[src/rtl/cond_flag_unit_pkg.sv]
// cond_flag_unit_pkg: condition codes, NZCV bit positions and flag_w half-select indices.
package cond_flag_unit_pkg;
    localparam logic [3:0] COND_EQ = 4'h0;
    localparam logic [3:0] COND_NE = 4'h1;
    localparam logic [3:0] COND_CS = 4'h2;
    localparam logic [3:0] COND_CC = 4'h3;
    localparam logic [3:0] COND_MI = 4'h4;
    localparam logic [3:0] COND_PL = 4'h5;
    localparam logic [3:0] COND_VS = 4'h6;
    localparam logic [3:0] COND_VC = 4'h7;
    localparam logic [3:0] COND_HI = 4'h8;
    localparam logic [3:0] COND_LS = 4'h9;
    localparam logic [3:0] COND_GE = 4'hA;
    localparam logic [3:0] COND_LT = 4'hB;
    localparam logic [3:0] COND_GT = 4'hC;
    localparam logic [3:0] COND_LE = 4'hD;
    localparam logic [3:0] COND_AL = 4'hE;
    localparam logic [3:0] COND_NV = 4'hF;
    localparam int FLAG_N    = 3;
    localparam int FLAG_Z    = 2;
    localparam int FLAG_C    = 1;
    localparam int FLAG_V    = 0;
    localparam int FLAG_W_NZ = 1;
    localparam int FLAG_W_CV = 0;
endpackage

[src/rtl/cond_flag_unit_if.sv]
// cond_flag_unit_if: decoder/ALU-to-flag-unit bundle; COND_FLAG_SAVE_EN adds the save/restore signals.
interface cond_flag_unit_if #(
    parameter int CNT_W = 16
);
    logic             instr_valid;
    logic [3:0]       cond;
    logic [3:0]       alu_flags;
    logic [1:0]       flag_w;
    logic             pcs;
    logic             reg_w;
    logic             mem_w;
    logic             no_write;
    logic             cnt_clr;
    logic             cond_ex;
    logic             pc_src;
    logic             reg_write;
    logic             mem_write;
    logic [3:0]       flags_q;
    logic [CNT_W-1:0] annul_cnt;
`ifdef COND_FLAG_SAVE_EN
    logic             save_req;
    logic             restore_req;
    logic [3:0]       flags_saved;
    modport master (
        output instr_valid, cond, alu_flags, flag_w, pcs, reg_w, mem_w, no_write, cnt_clr,
               save_req, restore_req,
        input  cond_ex, pc_src, reg_write, mem_write, flags_q, annul_cnt, flags_saved
    );
    modport slave (
        input  instr_valid, cond, alu_flags, flag_w, pcs, reg_w, mem_w, no_write, cnt_clr,
               save_req, restore_req,
        output cond_ex, pc_src, reg_write, mem_write, flags_q, annul_cnt, flags_saved
    );
`else
    modport master (
        output instr_valid, cond, alu_flags, flag_w, pcs, reg_w, mem_w, no_write, cnt_clr,
        input  cond_ex, pc_src, reg_write, mem_write, flags_q, annul_cnt
    );
    modport slave (
        input  instr_valid, cond, alu_flags, flag_w, pcs, reg_w, mem_w, no_write, cnt_clr,
        output cond_ex, pc_src, reg_write, mem_write, flags_q, annul_cnt
    );
`endif
endinterface

[src/rtl/cond_flag_unit_cond_check.sv]
// cond_check: combinational ARM condition-field evaluation against {N,Z,C,V}.
module cond_check
    import cond_flag_unit_pkg::*;
(
    input  logic [3:0] cond_i,
    input  logic [3:0] flags_i,
    output logic       pass_o
);
    logic n, z, c, v;
    assign n = flags_i[FLAG_N];
    assign z = flags_i[FLAG_Z];
    assign c = flags_i[FLAG_C];
    assign v = flags_i[FLAG_V];
    always_comb begin
        pass_o = 1'b1;
        case (cond_i)
            COND_EQ: pass_o = z;
            COND_NE: pass_o = ~z;
            COND_CS: pass_o = c;
            COND_CC: pass_o = ~c;
            COND_MI: pass_o = n;
            COND_PL: pass_o = ~n;
            COND_VS: pass_o = v;
            COND_VC: pass_o = ~v;
            COND_HI: pass_o = c & ~z;
            COND_LS: pass_o = ~c | z;
            COND_GE: pass_o = n ~^ v;
            COND_LT: pass_o = n ^ v;
            COND_GT: pass_o = ~z & (n ~^ v);
            COND_LE: pass_o = z | (n ^ v);
            COND_AL: pass_o = 1'b1;
            COND_NV: pass_o = 1'b1;
            default: pass_o = 1'b1;
        endcase
    end
endmodule

[src/rtl/cond_flag_unit.sv]
// cond_flag_unit: NZCV flag register, conditional-execution gating and saturating annul counter.
// Optional COND_FLAG_SAVE_EN adds a shadow flag register with save/restore/swap.
module cond_flag_unit
    import cond_flag_unit_pkg::*;
#(
    parameter int         CNT_W    = 16,
    parameter logic [3:0] FLAG_RST = 4'b0000
) (
    input logic             clk,
    input logic             reset_n,
    cond_flag_unit_if.slave bus
);
    logic             pass;
    logic             cond_ex;
    logic [3:0]       wmask;
    logic [3:0]       alu_d;
    logic [3:0]       flags_d, flags_q;
    logic [CNT_W-1:0] annul_cnt_d, annul_cnt_q;

    cond_check u_check (
        .cond_i  (bus.cond),
        .flags_i (flags_q),
        .pass_o  (pass)
    );

    assign cond_ex       = bus.instr_valid & pass;
    assign bus.cond_ex   = cond_ex;
    assign bus.pc_src    = bus.pcs & cond_ex;
    assign bus.reg_write = bus.reg_w & cond_ex & ~bus.no_write;
    assign bus.mem_write = bus.mem_w & cond_ex;
    assign bus.flags_q   = flags_q;
    assign bus.annul_cnt = annul_cnt_q;

    // Each flag_w half enables its own pair of flag bits; a failed or bubble instruction writes nothing.
    assign wmask = cond_ex ? {{2{bus.flag_w[FLAG_W_NZ]}}, {2{bus.flag_w[FLAG_W_CV]}}} : 4'b0000;
    assign alu_d = (bus.alu_flags & wmask) | (flags_q & ~wmask);

    assign annul_cnt_d = bus.cnt_clr ? '0
                       : (bus.instr_valid & ~pass & ~(&annul_cnt_q)) ? annul_cnt_q + CNT_W'(1)
                       : annul_cnt_q;

`ifdef COND_FLAG_SAVE_EN
    logic [3:0] shadow_d, shadow_q;
    // Save always captures the pre-update flags, so save+restore swaps the two registers.
    assign shadow_d        = bus.save_req ? flags_q : shadow_q;
    assign flags_d         = bus.restore_req ? shadow_q : alu_d;
    assign bus.flags_saved = shadow_q;
    always_ff @(posedge clk or negedge reset_n) begin
        if (!reset_n) shadow_q <= FLAG_RST;
        else          shadow_q <= shadow_d;
    end
`else
    assign flags_d = alu_d;
`endif

    always_ff @(posedge clk or negedge reset_n) begin
        if (!reset_n) begin
            flags_q     <= FLAG_RST;
            annul_cnt_q <= '0;
        end else begin
            flags_q     <= flags_d;
            annul_cnt_q <= annul_cnt_d;
        end
    end
endmodule
[src/flat_wrapper.sv]
// flat-port wrapper written by rule: the top's interface ports become plain ports
module cond_flag_unit_flat import cond_flag_unit_pkg::*;
#(
    parameter int         CNT_W    = 16,
    parameter logic [3:0] FLAG_RST = 4'b0000
)
  (clk, reset_n, bus_instr_valid, bus_cond, bus_alu_flags, bus_flag_w, bus_pcs, bus_reg_w, bus_mem_w, bus_no_write, bus_cnt_clr, bus_cond_ex, bus_pc_src, bus_reg_write, bus_mem_write, bus_flags_q, bus_annul_cnt);
  cond_flag_unit_if #(.CNT_W(CNT_W)) bus_i ();
  input logic clk;
  input logic reset_n;
  input wire logic [$bits(bus_i.instr_valid)-1:0] bus_instr_valid;
  input wire logic [$bits(bus_i.cond)-1:0] bus_cond;
  input wire logic [$bits(bus_i.alu_flags)-1:0] bus_alu_flags;
  input wire logic [$bits(bus_i.flag_w)-1:0] bus_flag_w;
  input wire logic [$bits(bus_i.pcs)-1:0] bus_pcs;
  input wire logic [$bits(bus_i.reg_w)-1:0] bus_reg_w;
  input wire logic [$bits(bus_i.mem_w)-1:0] bus_mem_w;
  input wire logic [$bits(bus_i.no_write)-1:0] bus_no_write;
  input wire logic [$bits(bus_i.cnt_clr)-1:0] bus_cnt_clr;
  output wire logic [$bits(bus_i.cond_ex)-1:0] bus_cond_ex;
  output wire logic [$bits(bus_i.pc_src)-1:0] bus_pc_src;
  output wire logic [$bits(bus_i.reg_write)-1:0] bus_reg_write;
  output wire logic [$bits(bus_i.mem_write)-1:0] bus_mem_write;
  output wire logic [$bits(bus_i.flags_q)-1:0] bus_flags_q;
  output wire logic [$bits(bus_i.annul_cnt)-1:0] bus_annul_cnt;
  assign bus_i.instr_valid = bus_instr_valid;
  assign bus_i.cond = bus_cond;
  assign bus_i.alu_flags = bus_alu_flags;
  assign bus_i.flag_w = bus_flag_w;
  assign bus_i.pcs = bus_pcs;
  assign bus_i.reg_w = bus_reg_w;
  assign bus_i.mem_w = bus_mem_w;
  assign bus_i.no_write = bus_no_write;
  assign bus_i.cnt_clr = bus_cnt_clr;
  assign bus_cond_ex = bus_i.cond_ex;
  assign bus_pc_src = bus_i.pc_src;
  assign bus_reg_write = bus_i.reg_write;
  assign bus_mem_write = bus_i.mem_write;
  assign bus_flags_q = bus_i.flags_q;
  assign bus_annul_cnt = bus_i.annul_cnt;
  cond_flag_unit #(.CNT_W(CNT_W), .FLAG_RST(FLAG_RST)) u_core (.clk(clk), .reset_n(reset_n), .bus(bus_i));
endmodule
[config.mk]
export PLATFORM = sky130hd
export DESIGN_NAME = cond_flag_unit_flat
export DESIGN_NICKNAME = d
export VERILOG_FILES = /design/src/rtl/cond_flag_unit_pkg.sv /design/src/rtl/cond_flag_unit_if.sv /design/src/rtl/cond_flag_unit_cond_check.sv /design/src/rtl/cond_flag_unit.sv /design/src/flat_wrapper.sv
export SDC_FILE = /design/constraint.sdc
export NUM_CORES = 1
export LEC_CHECK = 0
export BUFFER_PORTS_ARGS = -buffer_cell sky130_fd_sc_hd__buf_2
export CAP_MARGIN = 20
export CORE_ASPECT_RATIO = 1.5
export CORE_MARGIN = 5
export CORE_UTILIZATION = 55
export CTS_BUF_LIST = sky130_fd_sc_hd__clkbuf_4
export DETAILED_ROUTE_END_ITERATION = 10
export PLACE_DENSITY_LB_ADDON = 0.05
export SLEW_MARGIN = 20
export SYNTH_ARGS = -nofsm -noshare
export SYNTH_HDL_FRONTEND = slang
export SYNTH_SLANG_ARGS = --single-unit
[constraint.sdc]
create_clock -name clk -period 4.7 [get_ports clk]
set_input_delay 1.175 -clock clk [delete_from_list [all_inputs] [get_ports clk]]
set_output_delay 1.175 -clock clk [all_outputs]
set_load 0.005 [all_outputs]
* Yosys cells after proc, flatten, opt, wreduce, memory -nomap -nowiden
Cells that the tools add are included.
** Word-level totals
- Register bits after elaboration :: 20
- Bits in latches :: 0
- RAM bits :: 0
- Bits in read-only memories :: 0
- Input port bits :: 18
- Output and inout port bits :: 24
- Logic and storage cells :: 50
- Memories :: 0
** Operators by class
- Add/subtract/negate cells :: 1
- $mul :: 0
- Div/mod/pow operators :: 0
- $lt $le $gt $ge :: 0
- Equal/unequal tests :: 15
- Shift-type cells :: 0
- Mux-type cells :: 4
- Bitwise logic cells :: 24
- Reductions and logical operators :: 4
** Operators by type and width (count)
- $eq A4 B4 Y1 const B :: 8
- $mux W16 :: 2
- $add A16 B1 Y16 const B :: 1
- $eq A4 B3 Y1 const B :: 4
- $reduce_and A16 Y1 :: 1
- $pmux W1 S15 :: 1
- $and A1 B1 Y1 :: 9
- $and A4 B4 Y4 :: 2
- $eq A4 B2 Y1 const B :: 2
- $not A1 Y1 :: 7
- $eq A4 B1 Y1 const B :: 1
- $logic_not A4 Y1 :: 1
- $mux W4 :: 1
- $not A4 Y4 :: 1
- $or A4 B4 Y4 :: 1
- $or A1 B1 Y1 :: 2
- $reduce_bool A2 Y1 :: 1
- $reduce_or A2 Y1 :: 1
- $xnor A1 B1 Y1 :: 1
- $xor A1 B1 Y1 :: 1

* Longest topological paths before layout
- Depth in word-level cells :: 8
- Depth in mapped cells :: 9
- Depth with buffers taken out :: 7

* Hierarchy
From an unflattened synthesis, not the netlist that was laid out.
** Second synthesis, totals
- Cell total of the unflattened synthesis :: 140
- Area, all modules :: 1340.0 µm²
** By module, submodules not included
- cond_flag_unit :: instances 1, cells each 111, area each 1138.6 µm², sequential area each 500.5 µm²
- cond_check :: instances 1, cells each 29, area each 201.4 µm², sequential area each 0.0 µm²

* Worst setup path before layout
Ideal clock, no wire load.
- Kind :: input port to output port
- Start point :: in bus_cond[2]
- End point :: out bus_reg_write
- Data arrival time :: 2.546 ns
- Data required time :: 3.525 ns
- Setup slack :: 0.979 ns
- Stages on the path :: 5
- Buffers on the path :: 0
- Cells stage by stage :: mux2_2 > and4b_1 > or3_4 > a211oi_4 > and3b_1
** On the way
- Word-level cells in the longest chain between the ends :: 6
- Elaborated cells between the ends (all ways) :: 21
- Classes of those cells :: eq/ne (15); mux (1); bitwise (3); reduce/logical (2)
** Ends and longest elaborated chain
- start: declaration :: RTL line flat_wrapper.sv:12 : input wire logic [$bits(bus_i.cond)-1:0] bus_cond;
- $eq A4 B4 Y1 :: RTL line cond_flag_unit_cond_check.sv:16 : case (cond_i)
- $reduce_or A2 Y1 (no line)
- $pmux W1 S15 (*) :: RTL line cond_flag_unit_cond_check.sv:16
- $and A1 B1 Y1 (*) :: RTL line cond_flag_unit.sv:26 : assign cond_ex = bus.instr_valid & pass;
- named net bus_cond_ex :: RTL line flat_wrapper.sv:20 : output wire logic [$bits(bus_i.cond_ex)-1:0] bus_cond_ex;
- $and A1 B1 Y1 (*) (2 in a row) :: RTL line cond_flag_unit.sv:29 : assign bus.reg_write = bus.reg_w & cond_ex & ~bus.no_write;
- end: declaration :: RTL line flat_wrapper.sv:22 : output wire logic [$bits(bus_i.reg_write)-1:0] bus_reg_write;
Mark *: on every way through the listed nets, which the timed path passes. The rest lies on a longest branch.

* Final worst setup path
- Start point :: in bus_cond[2]
- End point :: out bus_reg_write
** On the way
- Word-level cells in the longest chain between the ends :: 6
- Elaborated cells between the ends (all ways) :: 21
- Classes of those cells :: eq/ne (15); mux (1); bitwise (3); reduce/logical (2)
** Ends and longest elaborated chain (RTL line)
- $eq A4 B4 Y1 :: cond_flag_unit_cond_check.sv:16
- $reduce_or A2 Y1 (no line)
- $pmux W1 S15 (*) :: cond_flag_unit_cond_check.sv:16
- $and A1 B1 Y1 (*) :: cond_flag_unit.sv:26
- $and A1 B1 Y1 (*) (2 in a row) :: cond_flag_unit.sv:29
Every way passes the cells marked *; elsewhere a longest branch is shown, timed or not.

==> metrics.csv <==
stage;metric;value;unit
global_route;vias in the first global route;1094;
clock_network;htree depth;1;
clock_network;clk sinks;20;
clock_network;CTS tree;done;
worst_setup_path;Setup CP Type;primary input to output pin;
worst_setup_path;max incr delay on CP;0.36;ns
place;I/O Buffers;41;
sta;setup_tns;0;ns
clock_network;CTS Buffer Depth;2;
place;Placed Cells;196;
synth;Post-Syn Nets;158;
clock_network;clock slew at reported path FFs;0.10;ns
synth;most common library cells after synthesis;dfrtp_1 (20), a21oi_1 (19), o21ai_0 (12), or3_1 (11), nand2_1 (10);
worst_setup_path;critical path arrival;2.82;ns
synth;yosys synthesis warning count;0;
run;Max Cap Viol;0;
power_and_ir_drop;leakage;0.709;nW
synth;FF+latch count, synth;20;
cells_and_area;Final Non-Filler Cells;199;
worst_setup_path;Critical Path End Type;output pin;
floorplanning;Core ar.;0.00221;mm^2
cells_and_area;Ant. Diodes;0;
power_and_ir_drop;Tot Pwr;0.456;mW
sta;Slew headroom;36.9;%
worst_setup_path;CP startpoint kind;primary input;
drt;WL/cell;14.7;um
power_and_ir_drop;pwr dens;307;mW/mm^2
place;Post-Place Setup Slack;0.705;ns
sta;Slew Viols, Final;0;
global_route;largest net degree at the start of global routing;21;
drt;antenna viol nets, final;0;
drt;DRT Wirelength;2930;um
sta;Fmax;0.250;GHz
floorplanning;Die Wd;49.1;um
global_route;initial antenna violation count;0;
sta;final setup vio count;0;
run_status;outcome;finished clean;
cells_and_area;Area Overhead vs Synth;17.8;%
worst_setup_path;worst reg2reg path depth;7;
global_route;first-pass GRT wire length;4860;um
synth;top cell type's share of synthesized area;39.8;%
synth;main flop type after synthesis;dfrtp_1;
place;Routability Congestion;0.856;
floorplanning;I/O pins;42;
place;Post-DP HPWL;2280;um
cells_and_area;# nets final;197;
synth;Yosys top cell by area;dfrtp_1;
worst_setup_path;critical path's slowest cell;or3_4;
sta;crit share post-route;85.1;%
sta;Final Hold Vio Count;0;
worst_hold_path;Hold Path Sink;u_core.bus.annul_cnt[12];
clock_network;number of cells upsized or downsized after cts;0;
cells_and_area;share of cells above drive strength 1;31.8;%
sta;setup ws final;0.702;ns
worst_hold_path;hold crit path type;flop to flop;
sta;unrepaired setup endpoints after global routing;no;
drt;via density per instance;6.00;
floorplanning;Die H;68.6;um
worst_hold_path;hold path depth;2;
clock_network;Post CTS Setup Buffer Count;0;
global_route;GRT overflow;0;
drt;DR vias;1194;
drt;first-iteration detailed-routing DRC count;40;
worst_setup_path;FF-to-FF Start;u_core.bus.annul_cnt[0];
synth;most frequent cell after synthesis;dfrtp_1;
synth;Netlist Area Pre-Place;0.00126;mm^2
sta;Slew @ Worst Pin;0.942;ns
worst_setup_path;reg-to-reg critical path endpoint;u_core.bus.annul_cnt[10];
synth;Post-synth EDFFs;0;
worst_setup_path;crit-path max FO;7;
floorplanning;initial core utilization;57.0;%
worst_setup_path;flop2flop setup slack;1.92;ns
floorplanning;die area;0.00337;mm^2
worst_hold_path;hold_sp;u_core.bus.annul_cnt[12];
synth;Mapped Avg Cell Area;9.06;um^2
clock_network;clock latency on the worst-skew pair;0.29;ns
synth;fraction of registers with async set/reset;100;%
drt;Post-route DRC;0;
power_and_ir_drop;worst-case vdd ir drop;0.000187;V
global_route;GRT Util Overall;17.9;%
worst_setup_path;Worst Path Required;3.52;ns
clock_network;cts hold-fix bufs;0;
worst_setup_path;CP dominant cell by count;buf_2;
floorplanning;# rows;21;
synth;post-synthesis sequential area ratio;39.8;%
synth;top cells by area, synth;dfrtp_1 (40%), a21oi_1 (7.6%), or3_1 (5.5%);
drt;Detailed Routing Iterations Pass 1;4;
synth;Syn Inst Count;139;
worst_setup_path;Cell Chain, Critical Path;buf_2 -> mux2_2 -> and4b_1 -> or3_4 -> a211oi_4 -> and3b_1 -> buf_2;
synth;synth unique cells;40;
sta;Final min period;4.00;ns
clock_network;cts bufs inserted;3;
sta;Fin Clk Skew;0.00178;ns
clock_network;clock root buffer;clkbuf_4;
==> cells by family (layout without fill, tap and decap cells) <==
family / count (synthesis) / after routing / share of synthesized area [%]
buffers and inverters: 11 / 48 / 4.07
DFF: 20 / 20 / 39.8
muxes: 7 / 7 / 6.16
xor gates and xnor gates: 3 / 3 / 2.09
AOI/OAI and AO/OA: 42 / 42 / 21.0
adders and majority gates: 1 / 1 / 0.994
and+or+nand+nor: 55 / 55 / 25.9
==> how the worst max path moves through the flow <==
stage | startpoint | endpoint | slack (ns) | depth (start not counted)
after floorplan | bus_cond[2] | bus_reg_write | 0.98 | 5
after global placement | bus_cond[2] | bus_reg_write | 0.74 | 7
after detailed placement | bus_cond[2] | bus_reg_write | 0.70 | 7
after CTS | bus_cond[2] | bus_reg_write | 0.70 | 7
after global routing | bus_cond[2] | bus_reg_write | 0.61 | 7
final | bus_cond[2] | bus_reg_write | 0.70 | 7
==> metal layers <==
layer	part of all wire (%)	global-route usage, %
met1	37	19.9
met2	56	34.0
met3	5.7	2.37
met4	0.78	7.41
met5	0	0
==> layout make-up <==
type / instances / area, um^2
tap: 23 / 28.8
multi-input combinational: 108 / 707
timing repair buffer: 42 / 213
clock buffer: 3 / 22.5
fill: 209 / 724
inverter: 3 / 11.3
sequential: 20 / 500
==> critical path: cells and delay by family <==
kind	cells	cell delay, ns
AOI/OAI and AO/OA	1	0.31
buffers and inverters	2	0.23
muxes	1	0.35
and+or+nand+nor	3	0.76
==> per-stage QoR <==
| step | hold WS (ns) | instance area, um^2 | util (%) |
|---|---|---|---|
| CTS | 0.582 | 1480 | 67.2 |
| global placement | 0.554 | 1460 | 66.2 |
| global route | 0.606 | 1480 | 67.2 |
| floorplan | 0.556 | 1260 | - |
| detailed placement | 0.566 | 1460 | 66.2 |
| finish | 0.581 | 1480 | 67.2 |
==> report_power, final <==
| group | switching, mW | total, mW | internal (mW) |
|---|---|---|---|
| Sequential | 0.0222 | 0.212 | 0.190 |
| Clock | 0.0469 | 0.0767 | 0.0298 |
| Combinational | 0.0871 | 0.167 | 0.0799 |
==> cells in the final DEF, fill, tap and decap left out, types with 2 or more instances in the layout <==
cell type / instances
buf_2: 41
dfrtp_1: 20
a21oi_1: 19
o21ai_0: 12
or3_1: 11
nand2_1: 10
mux2_2: 6
and3_1: 6
nand4_1: 5
nand3_1: 4
inv_1: 3
xnor2_1: 3
nor2_1: 3
and2_1: 3
clkbuf_4: 3
and4_1: 2
o31ai_1: 2
or4_1: 2
nor2b_1: 2
No activity file was read; power rests on OpenSTA's default activity.
